### src/rtl/uart_rx_pkg.sv
// Shared UART definitions: receiver/transmitter FSM state encodings and default oversampling.
// Pure declarations; no logic, no latency, no flow control.
package uart_rx_pkg;

   typedef enum logic [1:0] {
      ST_IDLE  = 2'd0,
      ST_START = 2'd1,
      ST_DATA  = 2'd2,
      ST_STOP  = 2'd3
   } rx_state_e;

   localparam int OVS_DEFAULT = 16;

endpackage

### src/rtl/uart_rx_sync_2ff.sv
// Generic 2-flop synchroniser for asynchronous inputs, with configurable reset value.
// Latency 2 clk; no backpressure (free-running sampler).
module sync_2ff #(
   parameter int               WIDTH   = 1,
   parameter logic [WIDTH-1:0] RST_VAL = '1
) (
   input  logic             i_clk,
   input  logic             i_reset,
   input  logic [WIDTH-1:0] i_d,
   output logic [WIDTH-1:0] o_q
);

   logic [WIDTH-1:0] meta_q, meta_d;
   logic [WIDTH-1:0] sync_q, sync_d;

   always_comb begin
      meta_d = i_d;
      sync_d = meta_q;
   end

   always_ff @(posedge i_clk or posedge i_reset) begin
      if (i_reset) begin
         meta_q <= RST_VAL;
         sync_q <= RST_VAL;
      end else begin
         meta_q <= meta_d;
         sync_q <= sync_d;
      end
   end

   assign o_q = sync_q;

endmodule

### src/rtl/uart_rx.sv
// 16x-oversampled UART receiver (start, DBIT data LSB first, stop); outputs byte + done/frame-error.
// o_rx_done one clk after the mid-stop tick (plus 2 clk input sync); no backpressure, consumer must take each byte.
module uart_rx
   import uart_rx_pkg::*;
#(
   parameter int DBIT    = 8,
   parameter int SB_TICK = 16,
   parameter int OVS     = OVS_DEFAULT
) (
   input  logic            i_clk,
   input  logic            i_reset,
   input  logic            i_tick,
   input  logic            i_rx,
   output logic [DBIT-1:0] o_data,
   output logic            o_rx_done,
   output logic            o_frame_err
);

   localparam int CW = $clog2((SB_TICK > OVS) ? SB_TICK : OVS);
   localparam int NW = (DBIT > 1) ? $clog2(DBIT) : 1;

   localparam logic [CW-1:0] MID_START = CW'(OVS / 2 - 1);
   localparam logic [CW-1:0] MID_BIT   = CW'(OVS - 1);
   localparam logic [CW-1:0] MID_STOP  = CW'(SB_TICK - 1);
   localparam logic [NW-1:0] LAST_BIT  = NW'(DBIT - 1);

   logic            rx_s;
   rx_state_e       state_q, state_d;
   logic [CW-1:0]   s_cnt_q, s_cnt_d;
   logic [NW-1:0]   n_cnt_q, n_cnt_d;
   logic [DBIT-1:0] shreg_q, shreg_d;
   logic [DBIT-1:0] data_q, data_d;
   logic            rx_done_q, rx_done_d;
   logic            frame_err_q, frame_err_d;

   // Line idles high, so the synchroniser resets to 1 to avoid a false start.
   sync_2ff #(
      .WIDTH   (1),
      .RST_VAL (1'b1)
   ) u_sync_rx (
      .i_clk   (i_clk),
      .i_reset (i_reset),
      .i_d     (i_rx),
      .o_q     (rx_s)
   );

   always_comb begin
      state_d     = state_q;
      s_cnt_d     = s_cnt_q;
      n_cnt_d     = n_cnt_q;
      shreg_d     = shreg_q;
      data_d      = data_q;
      rx_done_d   = 1'b0;
      frame_err_d = frame_err_q;

      case (state_q)
         ST_IDLE: begin
            s_cnt_d = '0;
            if (!rx_s) state_d = ST_START;
         end
         ST_START: begin
            if (i_tick) begin
               if (s_cnt_q == MID_START) begin
                  if (!rx_s) begin
                     s_cnt_d = '0;
                     n_cnt_d = '0;
                     state_d = ST_DATA;
                  end else begin
                     state_d = ST_IDLE;
                  end
               end else begin
                  s_cnt_d = s_cnt_q + CW'(1);
               end
            end
         end
         ST_DATA: begin
            if (i_tick) begin
               if (s_cnt_q == MID_BIT) begin
                  shreg_d = {rx_s, shreg_q[DBIT-1:1]};
                  s_cnt_d = '0;
                  if (n_cnt_q == LAST_BIT) state_d = ST_STOP;
                  else                     n_cnt_d = n_cnt_q + NW'(1);
               end else begin
                  s_cnt_d = s_cnt_q + CW'(1);
               end
            end
         end
         ST_STOP: begin
            if (i_tick) begin
               if (s_cnt_q == MID_STOP) begin
                  data_d      = shreg_q;
                  frame_err_d = ~rx_s;
                  rx_done_d   = 1'b1;
                  state_d     = ST_IDLE;
               end else begin
                  s_cnt_d = s_cnt_q + CW'(1);
               end
            end
         end
         default: state_d = ST_IDLE;
      endcase
   end

   always_ff @(posedge i_clk or posedge i_reset) begin
      if (i_reset) begin
         state_q     <= ST_IDLE;
         s_cnt_q     <= '0;
         n_cnt_q     <= '0;
         shreg_q     <= '0;
         data_q      <= '0;
         rx_done_q   <= 1'b0;
         frame_err_q <= 1'b0;
      end else begin
         state_q     <= state_d;
         s_cnt_q     <= s_cnt_d;
         n_cnt_q     <= n_cnt_d;
         shreg_q     <= shreg_d;
         data_q      <= data_d;
         rx_done_q   <= rx_done_d;
         frame_err_q <= frame_err_d;
      end
   end

   assign o_data      = data_q;
   assign o_rx_done   = rx_done_q;
   assign o_frame_err = frame_err_q;

endmodule

### config.mk
export PLATFORM = sky130hd
export DESIGN_NAME = uart_rx
export DESIGN_NICKNAME = d
export VERILOG_FILES = /design/src/rtl/uart_rx_pkg.sv /design/src/rtl/uart_rx_sync_2ff.sv /design/src/rtl/uart_rx.sv
export SDC_FILE = /design/constraint.sdc
export NUM_CORES = 1
export LEC_CHECK = 0
export CAP_MARGIN = 40
export CORE_UTILIZATION = 43
export CTS_BUF_LIST = sky130_fd_sc_hd__clkbuf_4 sky130_fd_sc_hd__clkbuf_8 sky130_fd_sc_hd__clkbuf_16
export CTS_CLUSTER_SIZE = 40
export DETAILED_ROUTE_END_ITERATION = 8
export PLACE_DENSITY = 0.73
export SYNTH_ARGS = -nofsm -noshare
export SYNTH_HDL_FRONTEND = slang
export SYNTH_HIERARCHICAL = 1
export SYNTH_SLANG_ARGS = --single-unit
### constraint.sdc
create_clock -name i_clk -period 4.87 [get_ports i_clk]
set_clock_uncertainty 0.1 [all_clocks]
set_input_delay 0.974 -clock i_clk [delete_from_list [all_inputs] [get_ports i_clk]]
set_output_delay 0.974 -clock i_clk [all_outputs]
set_load 0.02 [all_outputs]
==> impl_metrics.toml, run 1 <==
[final_layout]
finish.net_count = 130
n_fill_cell = 263
syn2layout_area_growth_pct = 17.3
diodes = 0
drive_gt1_share_pct = 28.2

[routing]
drtIter0Drc = 7
drcViolationCount = 0
routed_wl_um = 2130
first_pass_iters = 2
avgRoutedWirePerCell_um = 13.7
vias_per_cell = 5.60
vias = 868
detail-route-antenna-nets = 0

[setup_path]
cpMaxStageDelayCell = "clkdlybuf4s50_1"
start_kind = "input port"
worstSetupEndpointType = "flop"
required_ps = 4980
path_cells = "clkdlybuf4s50_1 > and4_1 > and3_1 > mux2_2"
path_class = "input port to flop"
critPathMaxFanout = 11
worst_ep_arrival_time_ps = 2660
max_stage_delay_ps = 590

[timing]
fin_ws_ps = 2320
maxSlewHeadroom_pct = 67.7
layout_min_cycle_time_ps = 2550
finalCritPeriodShare_pct = 52.4
worst_pin_slew_ps = 485
fin_setup_tns_ps = 0
drv_slew = 0
setup_viol = 0
hold-worst-slack_ps = 261
fmax_ghz = 0.392
hold_viol_final = 0
rsz0062_at_grt = "no"

[logic_synthesis]
synthDistinctLibCells = 33
seq_area_frac_synth_pct = 54.3
synth.largest_area_cell = "dfrtp_1"
synth_area_leaders = "dfrtp_1 (50%), mux2_2 (16%), dfstp_2 (3.9%), ha_1 (2.8%), nor2_1 (2.2%)"
yosys_most_used_dff = "dfrtp_1"
synth_area_per_cell_um2 = 12.6
synth_edf_count = 0
synth_warnings = 6
yosys.cell_count.top_type = "dfrtp_1"
synth_top_area_share_pct = 50.4
synth_seq_cells = 29
syn_nets = 113
synth_area_mm2 = 0.00134
synth.top_cells.by_count = "dfrtp_1 (27), mux2_2 (19), nor2_1 (8)"
postSynthCellCount = 106
async_reset_ff_share_pct = 100

[grt]
grt_max_degree = 19
gr-total-overflow = 0
grt_pass1_vias = 823
grt_pass1_wl_um = 3780
grt.total_usage_pct = 15.6
antenna_found_initial = 0

[clock_network]
postCtsHoldBufs = 0
post_cts_buffers = 0
cts_sinks = 29
ctsResizeCount = 0
cts-buffers-inserted = 5
cts_htree_levels = 2
clk_latency_ps = 320
clk_pin_slew_ps = 80
cts_tree = "built"
clockBufferDepth = 2
cts-root-buf = "clkbuf_4"

[die]
fp-row-count = 19
coreArea_mm2 = 0.00285
dieArea_mm2 = 0.00334
io_pins = 14
fp.dieW_um = 57.8
fp.dieH_um = 57.8
start_util_pct = 47.0

[place]
portBuffers = 13
place_ws_ps = 1990
gp_congestion = 0.709
hpwlAfterDp_um = 1490

[power_and_ir_drop]
power_density_mw_per_mm2 = 419
power.leakage_nw = 0.728
total_power_mw = 0.659
vdd_ir_drop_max_v = 0.000267

[run_status]
status = "finished clean"

[worst_hold_path]
hp-class = "flop to flop"

[job]
max_cap_violations = 0
-- where the power goes --
group	switching (mW)	internal, mW
combinational	0.0835	0.0924
sequential	0.0607	0.274
clock	0.0750	0.0741
-- area by class of cell --
cell class | instances | area, µm² | share of cell area [%]
multi-input combinational | 67 | 564 | 35.9
sequential | 29 | 728 | 46.3
tap | 31 | 38.8 | 2.47
clock buffer | 8 | 60.1 | 3.82
timing repair buffer | 14 | 158 | 10.0
inverter | 6 | 22.5 | 1.43
-- worst max-delay path: cells and delay by family --
| family | cells | cell delay (ps) |
|---|---|---|
| buffers and inverters | 1 | 590 |
| multiplexers | 1 | 390 |
| AND/OR/NAND/NOR | 2 | 710 |
-- logic make-up (layout without fill, tap and decap cells) --
family                     Yosys count  in the layout  synth area share [%]
buffers and inverters               10             28                  3.55
and+or+nand+nor                     28             28                  12.0
xor gates and xnor gates             1              1                 0.654
DFF                                 29             29                  54.3
AOI/OAI and AO/OA                   14             14                  8.96
muxes                               21             21                  17.6
adders and majority gates            3              3                  2.80
-- state kept, by name, summed over array words and instances, names as in the netlist, named ones only --
register          cells
o_data                8
shreg_q               8
s_cnt_q               4
n_cnt_q               3
o_frame_err           1
o_rx_done             1
state_q               1
u_sync_rx/meta_q      1
u_sync_rx/o_q         1
-- path summary, 6_finish.rpt --
| path | slack [ps] | depth (start not counted) | start | end |
|---|---|---|---|---|
| max | 2320 | 4 | i_tick | o_data[0] |
| min | 260 | 0 | u_sync_rx/meta_q | u_sync_rx/o_q |
| max reg2reg | 2830 | 6 | n_cnt_q[0] | n_cnt_q[0] |
| min reg2reg | 260 | 0 | u_sync_rx/meta_q | u_sync_rx/o_q |
| max in group asynchronous | 3350 | 3 | i_reset | shreg_q[2] |
| min in group asynchronous | 890 | 2 | i_reset | s_cnt_q[1] |
-- cell usage in the layout (no fill, tap or decap) --
master	instances
and3_1	2
dfrtp_1	27
a311oi_2	1
a31oi_1	3
nor3b_2	1
a211o_1	1
nor2_2	1
nor3_1	1
and4_1	1
xnor2_1	1
nor4_1	1
nand2b_1	1
nor3_2	1
a21oi_1	4
inv_1	6
nor3b_1	1
ha_1	3
nand3_1	1
a2111oi_4	1
o21a_1	1
nor2b_1	3
mux2_1	2
o22ai_1	1
nor2_1	8
a21boi_0	1
nor4b_1	1
mux2_2	19
buf_16	1
clkdlybuf4s50_1	13
dfstp_2	2
nand2_1	3
a311oi_1	1
nand4_1	2
clkbuf_4	8
-- stage by stage --
step                      util (%)  area (µm²)  instances
after floorplan                  -        1340        106
after global placement        52.0        1480        146
after detailed placement      53.0        1510        147
after CTS                     55.1        1570        155
after global routing          55.1        1570        155
final                         55.1        1570        155
-- routing by layer --
metal	share of wire, %	GRT usage (%)	wire length [µm]	up-vias
met4	3.1	8.84	67	0
li1	-	-	-	417
met1	48	20.8	1010	426
met3	4.9	6.92	105	8
met5	0	0	0	-
met2	44	21.0	943	17
No activity file was read; power rests on OpenSTA's default activity.
==> run 2, diff against run 1 <==
==> constraint.sdc (replaced) <==
create_clock -name i_clk -period 2.5 [get_ports i_clk]
set_clock_uncertainty 0.1 [all_clocks]
set_input_delay 0.5 -clock i_clk [delete_from_list [all_inputs] [get_ports i_clk]]
set_output_delay 0.5 -clock i_clk [all_outputs]
set_load 0.02 [all_outputs]
==> impl_metrics.toml, run 2 (synthesis results as in run 1) <==
[timing]
hold-worst-slack_ps = 261
fmax_ghz = 0.486
worst_pin_slew_ps = 479
setup_viol = 0
layout_min_cycle_time_ps = 2060
drv_slew = 0
finalCritPeriodShare_pct = 82.3
hold_viol_final = 0
maxSlewHeadroom_pct = 68.0
fin_setup_tns_ps = 0
rsz0062_at_grt = "no"
fin_ws_ps = 442

[job]
max_cap_violations = 0

[place]
hpwlAfterDp_um = 1460
gp_congestion = 0.698
place_ws_ps = 127
place_area_mm2 = 0.00151
portBuffers = 13

[final_layout]
mostFrequentLayoutCells = "dfrtp_1 (27), mux2_2 (19), clkdlybuf4s50_1 (13), nor2_1 (8)"
diodes = 0
finish.net_count = 132
design_area_mm2 = 0.00160
syn2layout_area_growth_pct = 19.0
drive_gt1_share_pct = 29.4
utilization_pct = 55.9
final_common_cell = "dfrtp_1"

[power_and_ir_drop]
pwr-share-clk_pct = 29.2
p_comb_share_pct = 24.2
p_sw_share_pct = 31.0
seq_power_share_pct = 46.6
p_int_mw = 0.959
p_sw_mw = 0.431
power.leakage_nw = 0.743
power_density_mw_per_mm2 = 871
vdd_ir_drop_max_v = 0.000455

[setup_path]
r2r-start = "n_cnt_q[0]"
path_cells = "clkdlybuf4s50_1 > nor2b_1 > nor2b_1 > a2111oi_4 > mux2_2"
start_kind = "input port"
r2r_setup_slack_ps = 490
crit_start = "i_tick"
cpMaxStageDelayCell = "clkdlybuf4s50_1"
critPathMaxFanout = 7
worstSetupEndpointType = "flop"
cp_common_cell = "nor2b_1"
path_class = "input port to flop"
worst_ep_arrival_time_ps = 2160
required_ps = 2600
r2r_end = "n_cnt_q[2]"
cp-endpoint = "n_cnt_q[2]"
worstRegToRegCells = 6
max_stage_delay_ps = 580

[clock_network]
cts_tree = "built"
cts_sinks = 29
clk_latency_ps = 320
clockBufferDepth = 2
clk_pin_slew_ps = 90
cts_htree_levels = 2
postCtsHoldBufs = 0
cts-root-buf = "clkbuf_4"
post_cts_buffers = 0
ctsResizeCount = 0
cts-buffers-inserted = 5

[die]
fp-row-count = 19
start_util_pct = 47.0
io_pins = 14
dieArea_mm2 = 0.00334
coreArea_mm2 = 0.00285
fp.dieW_um = 57.8
fp.dieH_um = 57.8

[routing]
drtIter0Drc = 16
vias_per_cell = 5.50
detail-route-antenna-nets = 0
avgRoutedWirePerCell_um = 13.2
vias = 864
drcViolationCount = 0
first_pass_iters = 4
routed_wl_um = 2080

[grt]
antenna_found_initial = 0
grt_pass1_vias = 870
gr-total-overflow = 0
grt_max_degree = 28
grt_pass1_wl_um = 3770
grt.total_usage_pct = 15.1

[worst_hold_path]
hp-class = "flop to flop"

[run_status]
status = "finished clean"
## run 2: per-stage QoR
stage               total power, mW  instances
finish                         1.39        157
global route                   1.48        157
CTS                            1.40        157
detailed placement            0.995        149
global placement              0.976        149
floorplan                     0.927        106
## run 2: critical path, delay by kind of cell
family | cells | cell delay, ps
mux | 1 | 380
simple gates | 2 | 260
buf+inv | 1 | 580
compound gates | 1 | 430
## run 2: how the worst min path moves through the flow
stage / startpoint / end / slack, ps / cells after the start
final: u_sync_rx/meta_q / u_sync_rx/o_q / 260 / 0
after global routing: u_sync_rx/meta_q / u_sync_rx/o_q / 270 / 0
after CTS: u_sync_rx/meta_q / u_sync_rx/o_q / 260 / 0
after detailed placement: u_sync_rx/meta_q / u_sync_rx/o_q / 250 / 0
after global placement: u_sync_rx/meta_q / u_sync_rx/o_q / 250 / 0
after floorplan: u_sync_rx/meta_q / u_sync_rx/o_q / 250 / 0
## run 2: power groups by stage
stage	registers (mW)	clock network, mW	logic [mW]
final	0.648	0.406	0.336
after CTS	0.645	0.417	0.341
after detailed placement	0.655	0	0.340
after floorplan	0.600	0	0.327
after global placement	0.649	0	0.327
after global routing	0.663	0.443	0.379
## run 2: metal layers
| layer | vias to the layer above | GRT usage, % | wire (µm) |
|---|---|---|---|
| met5 | - | 0 | 0 |
| met4 | 0 | 6.12 | 35 |
| met3 | 5 | 6.03 | 56 |
| met2 | 16 | 22.8 | 981 |
| met1 | 421 | 19.6 | 1000 |
| li1 | 422 | - | - |
## run 2: cell type report
class	instances	area, µm²
Clock inverter	1	30.0
Inverter	6	22.5
Timing Repair Buffer	16	153
Tap cell	31	38.8
Multi-Input combinational cell	67	564
Fill cell	246	1260
Clock buffer	7	58.8
Sequential cell	29	728
==> run 3, diff against run 2 <==
==> constraint.sdc (replaced) <==
create_clock -name i_clk -period 1.91 [get_ports i_clk]
set_clock_uncertainty 0.1 [all_clocks]
set_input_delay 0.382 -clock i_clk [delete_from_list [all_inputs] [get_ports i_clk]]
set_output_delay 0.382 -clock i_clk [all_outputs]
set_load 0.02 [all_outputs]
==> impl_metrics.toml, run 3 (synthesis results as in run 1) <==
[grt]
grt_pass1_vias = 977
grt_use_met2_pct = 28.4
antenna_found_initial = 0
grt_max_degree = 28
gr-total-overflow = 0
grt-busiest-layer = "met2"
grt_pass1_wl_um = 4080
gr-usage-met3_pct = 6.92
met1_usage_pct = 18.5
grt.total_usage_pct = 16.9

[setup_path]
critPathMaxFanout = 3
r2r_end = "n_cnt_q[2]"
path_buf_inv = 1
required_ps = 2020
path_class = "flop to flop"
start_kind = "flop"
r2r_setup_slack_ps = -30
max_stage_delay_ps = 390
r2r-start = "n_cnt_q[1]"
worstRegToRegCells = 7
cpMaxStageDelayCell = "dfrtp_1"
path_cells = "ha_2 > ha_4 > nor2_4 > a31oi_4 > a2111oi_4 > buf_4 > mux2_4"
critPathTopFamily = "flip-flops"
worst_ep_arrival_time_ps = 2050
worstSetupEndpointType = "flop"

[clock_network]
cts_htree_levels = 2
clk_latency_ps = 320
clockBufferDepth = 2
cts_tree = "built"
cts-root-buf = "clkbuf_4"
cts_sinks = 29
cts-buffers-inserted = 5
clk_pin_slew_ps = 90
postCtsHoldBufs = 0

[run_status]
status = "finished with violations"
violations = "negative setup slack"

[die]
fp-row-count = 19
coreArea_mm2 = 0.00285
start_util_pct = 47.0
io_pins = 14
fp.dieW_um = 57.8
dieArea_mm2 = 0.00334
fp.dieH_um = 57.8

[timing]
hold-worst-slack_ps = 261
fmax_ghz = 0.514
rsz0062_at_grt = "yes"
maxSlewHeadroom_pct = 73.2
hold_viol_final = 0
fin_setup_tns_ps = -95.3
drv_slew = 0
setup_viol = 3
layout_min_cycle_time_ps = 1940
finalCritPeriodShare_pct = 102
fin_ws_ps = -34.7
worst_pin_slew_ps = 402

[final_layout]
drive_gt1_share_pct = 41.1
mostFrequentLayoutCells = "dfrtp_1 (27), mux2_2 (18), buf_4 (16), clkdlybuf4s50_1 (13), nor2_1 (7)"
diodes = 0
design_area_mm2 = 0.00175
n_fill_cell = 214
syn2layout_area_growth_pct = 30.4
finalNonFillerCells = 172
final_common_cell = "dfrtp_1"
finish.net_count = 147

[place]
portBuffers = 13
gp_congestion = 0.783
dp.cells = 161
place_area_mm2 = 0.00162
hpwlAfterDp_um = 1680

[power_and_ir_drop]
power.leakage_nw = 0.807
power_density_mw_per_mm2 = 1040
total_power_mw = 1.83
vdd_ir_drop_max_v = 0.000644

[routing]
drtIter0Drc = 7
first_pass_iters = 4
routed_wl_um = 2410
detail-route-antenna-nets = 0
avgRoutedWirePerCell_um = 14.0
vias = 916
drcViolationCount = 0
vias_per_cell = 5.33

[worst_hold_path]
hold_path_end = "u_sync_rx/o_q"
hp-start = "u_sync_rx/meta_q"
hold_depth = 0
hp-class = "flop to flop"

[job]
max_cap_violations = 0
==> run 3: cell count changes in the layout (fill, tap and decap cells not counted), moves of 2 or more <==
cell / change
buf_12: +2
buf_4: +13
clkinv_2: +2
ha_1: -2
mux2_1: -2
mux2_4: +3
==> run 3: where the power goes <==
| group | internal, mW | switching [mW] | total [mW] |
|---|---|---|---|
| Sequential | 0.698 | 0.113 | 0.811 |
| Clock | 0.154 | 0.203 | 0.357 |
| Combinational | 0.343 | 0.314 | 0.657 |
==> run 3: how the worst max path moves through the flow <==
stage / startpoint / endpoint / slack, ps / cells after the start
6_report: n_cnt_q[1] / n_cnt_q[2] / -30 / 7
5_1_grt: n_cnt_q[1] / n_cnt_q[2] / -90 / 7
4_1_cts: n_cnt_q[0] / n_cnt_q[2] / -30 / 6
3_5_place_dp: i_tick / n_cnt_q[2] / -260 / 5
3_3_place_gp: i_tick / n_cnt_q[2] / -210 / 5
2_1_floorplan: n_cnt_q[0] / n_cnt_q[2] / 40 / 6
==> run 3: metal layers <==
layer | up-vias | wire [µm]
met1 | 443 | 1030
met2 | 19 | 1240
met5 | - | 0
met3 | 2 | 125
met4 | 0 | 20
li1 | 452 | -
==> run 3: timing repair <==
action | 4_1_cts | 5_1_grt
pin swaps | 1 | 5
setup endpoints to repair | 3 | 5
resized for setup | 0 | 10
hold endpoints to repair | 0 | 0
setup buffers | 0 | 3
gates cloned | 0 | 0
==> run 3: metrics by stage <==
step / util, % / setup WS, ps
6_report: 61.3 / -34.7
5_1_grt: 61.3 / -89.3
4_1_cts: 58.8 / -27.9
3_5_place_dp: 56.8 / -263
3_3_place_gp: 56.8 / -207
2_1_floorplan: - / 42.5
==> run 3: cell type report <==
cell class / count / area, µm² / area share [%]
Clock inverter: 2 / 10.0 / 0.573
Clock buffer: 6 / 45.0 / 2.58
Timing Repair Buffer: 31 / 290 / 16.6
Tap cell: 31 / 38.8 / 2.22
Multi-Input combinational cell: 67 / 613 / 35.1
Sequential cell: 29 / 728 / 41.7
Inverter: 6 / 22.5 / 1.29
